===== config.mk =====
export PLATFORM = sky130hd
export DESIGN_NAME = porta_monitor
export DESIGN_NICKNAME = d
export VERILOG_FILES = /design/src/rtl/porta_pkg.sv /design/src/rtl/porta_classificador.sv /design/src/rtl/porta_monitor.sv
export SDC_FILE = /design/constraint.sdc
export NUM_CORES = 1
export LEC_CHECK = 0
export BUFFER_PORTS_ARGS = -buffer_cell sky130_fd_sc_hd__buf_2
export CAP_MARGIN = 20
export CORE_UTILIZATION = 55
export DETAILED_ROUTE_END_ITERATION = 12
export PLACE_DENSITY = 0.83
export SETUP_SLACK_MARGIN = 0.1
export SYNTH_ARGS = -nofsm -noshare
export SYNTH_HDL_FRONTEND = slang
export SYNTH_SLANG_ARGS = --single-unit

===== constraint.sdc =====
create_clock -name clock -period 2.5 [get_ports clock]
set_input_delay 0.25 -clock clock [delete_from_list [all_inputs] [get_ports clock]]
set_output_delay 0.25 -clock clock [all_outputs]
set_load 0.03 [all_outputs]

===== src/rtl/porta_pkg.sv =====
// Shared types and constants for the door-controller output monitor.
package porta_pkg;

   // Tracked door state, encoded as it appears on the estado output.
   typedef enum logic [1:0] {
      FECHADO  = 2'd0,
      ABRINDO  = 2'd1,
      ABERTO   = 2'd2,
      FECHANDO = 2'd3
   } estado_t;

   // Classification of one sample; the low two bits match estado_t for legal classes.
   typedef enum logic [2:0] {
      C_FECHADO  = 3'd0,
      C_ABRINDO  = 3'd1,
      C_ABERTO   = 3'd2,
      C_FECHANDO = 3'd3,
      C_INVALIDO = 3'd4
   } classe_t;

   // 7-segment letters, active-low, segment order {g..a}.
   localparam logic [6:0] HEX_F = 7'b0001110;
   localparam logic [6:0] HEX_O = 7'b1000000;
   localparam logic [6:0] HEX_A = 7'b0001000;

   localparam logic [1:0] ERR_NENHUM    = 2'd0;
   localparam logic [1:0] ERR_PADRAO    = 2'd1;
   localparam logic [1:0] ERR_TRANSICAO = 2'd2;
   localparam logic [1:0] ERR_TEMPO     = 2'd3;

   // Legal moves: hold, advance around the cycle, or reopen from FECHANDO.
   function automatic logic transicao_legal(estado_t de, estado_t para);
      logic ok;
      ok = (de == para);
      case (de)
         FECHADO:  ok = ok || (para == ABRINDO);
         ABRINDO:  ok = ok || (para == ABERTO);
         ABERTO:   ok = ok || (para == FECHANDO);
         FECHANDO: ok = ok || (para == FECHADO) || (para == ABRINDO);
         default:  ok = 1'b0;
      endcase
      return ok;
   endfunction

endpackage


===== src/rtl/porta_classificador.sv =====
// Combinational decode of {HEX, green LED, red LED} into a door-state class.
module porta_classificador
   import porta_pkg::*;
(
   input  logic [6:0] hex,
   input  logic       verde,
   input  logic       vermelho,
   output classe_t    classe
);

   // Exact match against the four legal patterns; anything else is INVALIDO.
   always_comb begin
      classe = C_INVALIDO;
      if      (hex == HEX_F && !verde &&  vermelho) classe = C_FECHADO;
      else if (hex == HEX_O &&  verde &&  vermelho) classe = C_ABRINDO;
      else if (hex == HEX_A &&  verde && !vermelho) classe = C_ABERTO;
      else if (hex == HEX_O && !verde && !vermelho) classe = C_FECHANDO;
   end

endmodule


===== src/rtl/porta_monitor.sv =====
// Passive checker for the door controller outputs: tracks state, flags errors, counts cycles.
//
//   state    | meaning
//   FECHADO  | door closed, "F" on display, red LED
//   ABRINDO  | opening, "O", both LEDs, dwell-limited
//   ABERTO   | open, "A", green LED
//   FECHANDO | closing, "O", no LEDs, dwell-limited
module porta_monitor
   import porta_pkg::*;
#(
   parameter int MAX_DWELL = 200,
   parameter int DWELL_W   = 8
) (
   input  logic         clock,
   input  logic         reset_n,
   input  logic         ledVerde,
   input  logic         ledVermelho,
   input  logic [6:0]   HEX,
   input  logic         limpa,
   output logic [1:0]   estado,
   output logic         valido,
   output logic         erro,
   output logic [1:0]   cod_erro,
   output logic [7:0]   ciclos
);

   localparam logic [DWELL_W-1:0] DWELL_LIM = DWELL_W'(MAX_DWELL - 1);
   localparam logic [DWELL_W-1:0] DWELL_SAT = '1;
   localparam logic [DWELL_W-1:0] DWELL_UM  = DWELL_W'(1);

   logic [6:0]         s_hex;
   logic               s_verde, s_vermelho;
   logic               cheio;
   classe_t            classe;

   estado_t            est, est_nxt;
   logic               val_nxt, erro_nxt, raise;
   logic [1:0]         cod_nxt, code;
   logic [7:0]         cic_nxt;
   logic [DWELL_W-1:0] dwell, dwell_nxt;

   // Sample register; cheio marks that it holds a real sample rather than the reset value.
   always_ff @(posedge clock or negedge reset_n) begin
      if (!reset_n) begin
         s_hex      <= HEX_F;
         s_verde    <= 1'b0;
         s_vermelho <= 1'b1;
         cheio      <= 1'b0;
      end else begin
         s_hex      <= HEX;
         s_verde    <= ledVerde;
         s_vermelho <= ledVermelho;
         cheio      <= 1'b1;
      end
   end

   porta_classificador u_classificador (
      .hex      (s_hex),
      .verde    (s_verde),
      .vermelho (s_vermelho),
      .classe   (classe)
   );

   // Next state, dwell, cycle count and error latch; lowest error code wins a same-cycle tie.
   always_comb begin
      est_nxt   = est;
      val_nxt   = valido;
      cic_nxt   = ciclos;
      dwell_nxt = dwell;
      raise     = 1'b0;
      code      = ERR_NENHUM;
      erro_nxt  = erro;
      cod_nxt   = cod_erro;
      if (cheio) begin
         if (classe == C_INVALIDO) begin
            raise = 1'b1;
            code  = ERR_PADRAO;
         end else begin
            est_nxt = estado_t'(classe[1:0]);
            val_nxt = 1'b1;
            if (valido) begin
               if (!transicao_legal(est, est_nxt)) begin
                  raise = 1'b1;
                  code  = ERR_TRANSICAO;
               end
               if (est == FECHANDO && est_nxt == FECHADO)
                  cic_nxt = ciclos + 8'd1;
            end
         end
         if (est_nxt != est) begin
            dwell_nxt = '0;
         end else if (dwell != DWELL_SAT) begin
            dwell_nxt = dwell + DWELL_UM;
            // Crossing the limit happens once per entry, so this fires only once.
            if (dwell == DWELL_LIM && (est == ABRINDO || est == FECHANDO) && !raise) begin
               raise = 1'b1;
               code  = ERR_TEMPO;
            end
         end
      end
      if (raise) begin
         erro_nxt = 1'b1;
         if (!erro || limpa) cod_nxt = code;
      end else if (limpa) begin
         erro_nxt = 1'b0;
         cod_nxt  = ERR_NENHUM;
      end
   end

   // Tracking state register.
   always_ff @(posedge clock or negedge reset_n) begin
      if (!reset_n) begin
         est      <= FECHADO;
         valido   <= 1'b0;
         erro     <= 1'b0;
         cod_erro <= ERR_NENHUM;
         ciclos   <= 8'd0;
         dwell    <= '0;
      end else begin
         est      <= est_nxt;
         valido   <= val_nxt;
         erro     <= erro_nxt;
         cod_erro <= cod_nxt;
         ciclos   <= cic_nxt;
         dwell    <= dwell_nxt;
      end
   end

   assign estado = est;

endmodule


# Yosys cells after proc, flatten, opt, wreduce, memory -nomap -nowiden
# Index checks and enable logic that the tools add are counted.
# totals
out_inout_bits	14
ff_bits	32
elab_cells	90
input_bits	12
# classes
n_eq_ne	15
muxes	32
reduce_logical	30
addsub	2
bitwise_logic	1
# op_table
cell	n
2-bit 2-to-1 mux	12
8-bit by 1-bit adder with 8-bit output (second input constant)	2
8-bit 2-to-1 mux	2
7-bit by 4-bit == test with 1-bit output (second input constant)	2
1-bit 2-to-1 mux	13
3-bit 2-to-1 mux	4
1-bit logical AND	11
2-bit == test (second input constant)	4
8-bit == test (second input constant)	1
8-bit inequality test (second input constant)	1
7-bit == test (second input constant)	1
1-bit logical OR	7
2-bit AND reduction	3
2-bit by 1-bit == test with 1-bit output (second input constant)	2
1-bit logical NOT	4
2-bit logical NOT	2
1-bit one-hot mux with 4 select lines	1
4-bit AND reduction	1
2-bit nonzero test	2
3-bit == test (second input constant)	1
2-bit == test	1
2-bit by 1-bit inequality test with 1-bit output (second input constant)	1
2-bit inequality test	1
1-bit NOT	1

# Logic depth before layout (Yosys ltp)
# depth
word_depth	26
mapped_depth	8
mapped_depth_nobuf	7

# Modules after synthesis
# Synthesis repeated with hierarchy kept, for this count alone.
# hier_totals
hier_cells	149
area_unflattened_um2	1625.3
# modules_own_cells
mod	seq_area_each_um2	n_inst	cells_each	area_each_um2
porta_monitor	805.8	1	135	1515.2
porta_classificador	0.0	1	14	110.1

# Worst setup path after synthesis
# No wires, ideal clock.
# synth_path
kind	register to register
start	reg s_vermelho
end	reg cod_erro[0]
t_required_ps	2433
setup_slack_ps	296
setup_ps	67
arrival_ps	2137
path_buffers	1
path_stages_with_launch	8
path_cell_list	dfstp_2 > nor4b_1 > o211a_4 > or4_4 > and2_4 > buf_6 > o41ai_2 > a32o_1
# synth_between
elab_chain_cells	25
word_cells_on_any_way	47
# synth_lines
element	line	text
start, declared	porta_monitor.sv:32	logic s_verde, s_vermelho;
start signal, assigned	porta_monitor.sv:52	s_vermelho <= ledVermelho;
1-bit logical NOT	porta_classificador.sv:16, porta_classificador.sv:17	
1-bit logical AND	porta_classificador.sv:17	else if (hex == HEX_O && !verde && !vermelho) classe = C_FECHANDO;
3-bit 2-to-1 mux	porta_classificador.sv:17	
3-bit 2-to-1 mux	porta_classificador.sv:16	else if (hex == HEX_A && verde && !vermelho) classe = C_ABERTO;
3-bit 2-to-1 mux	porta_classificador.sv:15	else if (hex == HEX_O && verde && vermelho) classe = C_ABRINDO;
3-bit 2-to-1 mux (*)	porta_classificador.sv:14	if (hex == HEX_F && !verde && vermelho) classe = C_FECHADO;
2-bit == test or 2-bit logical NOT (tied branches)	porta_pkg.sv:34, porta_pkg.sv:39	
1-bit logical OR (2 in a row)	porta_pkg.sv:39	FECHANDO: ok = ok || (para == FECHADO) || (para == ABRINDO);
[8 not listed]	-	
1-bit logical NOT	porta_monitor.sv:95	if (dwell == DWELL_LIM && (est == ABRINDO || est == FECHANDO) && !raise) begin
1-bit logical AND	porta_monitor.sv:95	
1-bit 2-to-1 mux or 2-bit 2-to-1 mux (tied branches)	porta_monitor.sv:95	
1-bit 2-to-1 mux or 2-bit 2-to-1 mux (tied branches)	porta_monitor.sv:92	end else if (dwell != DWELL_SAT) begin
1-bit 2-to-1 mux or 2-bit 2-to-1 mux (tied branches)	porta_monitor.sv:90	if (est_nxt != est) begin
1-bit 2-to-1 mux or 2-bit 2-to-1 mux (tied branches)	porta_monitor.sv:74	if (cheio) begin
2-bit by 1-bit inequality test with 1-bit output (no line) (tied with other cells)	-	
2-bit AND reduction (no line) or 2-bit 2-to-1 mux (tied branches)	-	
end signal, assigned	porta_monitor.sv:123	cod_erro <= cod_nxt;
end, declared	porta_monitor.sv:23	output logic [1:0] cod_erro,
# Mark *: on every way between the ends. The rest lies on a longest branch, timed or not. The select of a mux whose other input is x is not followed.
# A chain may end at the register's enable or synchronous reset.

# Worst setup path after layout
# Ends and elaborated chain as after synthesis.

==> impl_metrics.ini <==
[synthesis]
synthTopCellsByArea = dfrtp_1 (43%), dfstp_2 (6.5%), xnor2_1 (5.4%)
seq_area_frac_synth_pct = 49.8
yosysMostFrequentCell = dfrtp_1
synthFlopType = dfrtp_1
yosys_warnings = 0
syn_area_sq_mm = 0.00162
synth_edf_count = 0
synth_top_cells_by_count = dfrtp_1 (28), xnor2_1 (10), nand2_1 (8), nor2_1 (8), nand4_1 (7)
synth_fp_nets = 159
ys_ff_latch = 32
yosysUniqueCellTypes = 48
synth_top_area_share_pct = 43.3
async_flop_share_pct = 100
avgSynthCellArea_sq_um = 11.4
syn_inst = 142
yosysTopAreaCell = dfrtp_1

[detailed_routing]
drt_first_pass_iters = 4
vias = 1243
drt-total-wl_um = 3230
drtAntennaViolNets = 0
wire_per_inst_um = 15.4
viasPerCell = 5.92
remaining_drc_errors = 0
drt_iter0_markers = 43

[cts]
cts_buffer_depth = 2
htree_num_levels = 2
clock-root-buffer = clkbuf_4
clock_latency_ns = 0.34
numCtsBuffers = 5
cts_sinks = 32
cts_tree = done
path_clk_slew_ns = 0.10

[global_routing]
grt_overflow = 0
grt_pass1_wl_um = 5470
grt_pass1_vias = 1270
antenna_found_initial = 0
grt_usage_pct = 22.8
grt_max_degree = 33

[sta]
drv_slew = 0
setup_viol = 0
slew_headroom_pct = 54.0
tightestPinTransition_ns = 0.690
max_freq_mhz = 438
finalCritPeriodShare_pct = 91.3
fin_setup_tns_ns = 0
fin_crit_ns = 2.28
skew_ns = 0.0154
rsz0062_at_grt = false
hold_violations = 0

[pwr]
pwr-share-seq_pct = 57.9
comb_power_share_pct = 16.7
p_int_mw = 0.772
power_density_mw_per_mm2 = 592
ir_worst_vdd_mv = 0.488
p_sw_mw = 0.349
p_leak_nw = 0.840
sw_frac_of_total_pct = 31.1
pwr-share-clk_pct = 25.5

[die]
die_w_um = 56.3
dieArea_sq_mm = 0.00316
start_util_pct = 58.2
die_y_um = 56.3
rows = 19
io_pins = 26
core_sq_mm = 0.00278

[final_layout]
instances_no_fill = 210
diodes = 0
drive_above_1_share_pct = 29.6
nets = 195
syn_to_final_growth_pct = 16.9
final_cell_area_sq_mm = 0.00189

[place]
dp_hpwl_um = 2220
place_area_sq_mm = 0.00177
io_buffers = 25
gp_congestion = 0.814
placed_cells = 195

[setup_path]
arrival_ns = 2.55
crit_chain = nor4b_1 > o211a_4 > or4_4 > and2_4 > o41ai_2 > a32o_1
cp.required_ns = 2.76
crit_fanout = 7
critPathKind = reg -> reg
cpPeakStageDelay_ns = 0.61
cp-start-kind = register
cpLargestDelayFamily = compound AO/OA/AOI/OAI gates
crit_slowest_cell = dfstp_2
end_kind = register
crit_buf_inv = 0

[outcome]
status = finished clean

[min_path]
hold_path.class = in -> reg

[run]
maxCapViolCount = 0
layout by cell type (no fill, tap or decap), types with 4 or more instances in the layout:
cell type       n
dfrtp_1        28
nand3_1         5
o21ai_0         4
dfstp_2         4
buf_2          25
xnor2_1        10
nor2_1          8
nor3_1          5
ha_1            5
xor2_1          4
dlygate4sd3_1   6
nand4_1         7
inv_1           5
nand2_1         8
clkbuf_4        5
flip-flops by register name (all words and copies together) (netlist names):
| register | count |
|---|---|
| cheio | 1 |
| ciclos | 8 |
| cod_erro | 2 |
| dwell | 8 |
| erro | 1 |
| estado | 2 |
| s_hex | 7 |
| s_verde | 1 |
| s_vermelho | 1 |
| valido | 1 |
repair_timing:
action,in CTS,in global routing
endpoints found under the hold margin,33,0
buffers inserted,1,0
resized for setup,0,1
pin swaps,1,0
hold buffers,6,0
setup endpoints to repair,7,4
path summary, 6_finish.rpt:
| check | startpoint | end | slack (ns) | cells past startpoint |
|---|---|---|---|---|
| setup / recovery | s_vermelho$_DFF_PN1_ | cod_erro[0]$_DFFE_PN0P_ | 0.22 | 6 |
| hold / removal | HEX[4] | s_hex[4]$_DFF_PN0_ | 0.02 | 1 |
| setup reg to reg | s_vermelho$_DFF_PN1_ | cod_erro[0]$_DFFE_PN0P_ | 0.22 | 6 |
| hold reg to reg | ciclos[7]$_DFFE_PN0P_ | ciclos[7]$_DFFE_PN0P_ | 0.50 | 1 |
| max in group asynchronous | reset_n | dwell[4]$_DFFE_PN0P_ | 1.57 | 2 |
| min in group asynchronous | reset_n | estado[0]$_DFFE_PN0P_ | 0.48 | 2 |
per-layer routing:
layer | GRT usage (%) | share of wire (%) | vias up
li1 | - | - | 583
met1 | 25.1 | 41 | 617
met2 | 41.5 | 52 | 37
met3 | 6.45 | 4.7 | 6
met4 | 8.36 | 1.8 | 0
met5 | 0 | 0 | -
power groups by stage:
| stage | clock network [mW] | registers (mW) | logic, mW |
|---|---|---|---|
| 2_1_floorplan | 0 | 0.655 | 0.122 |
| 3_3_place_gp | 0 | 0.651 | 0.173 |
| 3_5_place_dp | 0 | 0.655 | 0.180 |
| 4_1_cts | 0.292 | 0.648 | 0.188 |
| 5_1_grt | 0.304 | 0.660 | 0.210 |
| 6_report | 0.286 | 0.649 | 0.187 |
metrics by stage:
stage | total power [mW] | worst slack [ns] | utilization (%) | hold slack, ns
finish | 1.12 | 0.218 | 68.1 | 0.0160
global route | 1.17 | 0.154 | 68.1 | 0.00722
CTS | 1.13 | 0.169 | 67.8 | 0.00228
detailed placement | 0.835 | 0.0242 | 63.5 | 0.333
global placement | 0.823 | 0.198 | 63.5 | 0.323
floorplan | 0.777 | 0.296 | - | -0.0456
final cells by class:
class                           instances  area, sq um
Fill cell                             206          888
Sequential cell                        32          806
Multi-Input combinational cell        101          776
Timing Repair Buffer                   33          200
Clock buffer                            6         41.3
Tap cell                               31         38.8
Inverter                                5         18.8
Clock inverter                          2         12.5
cell families (layout without fill, tap and decap cells):
| kind of cell | count (synthesis) | count (layout) | synth area share [%] |
|---|---|---|---|
| fa+ha+maj | 5 | 5 | 3.86 |
| xor+xnor | 14 | 14 | 7.57 |
| flops | 32 | 32 | 49.8 |
| simple gates | 58 | 58 | 23.5 |
| compound gates | 20 | 20 | 10.4 |
| other cells | 1 | 1 | 0.232 |
| buf+inv | 9 | 46 | 2.70 |
| mux | 3 | 3 | 2.01 |
No activity file was read; power rests on OpenSTA's default activity.
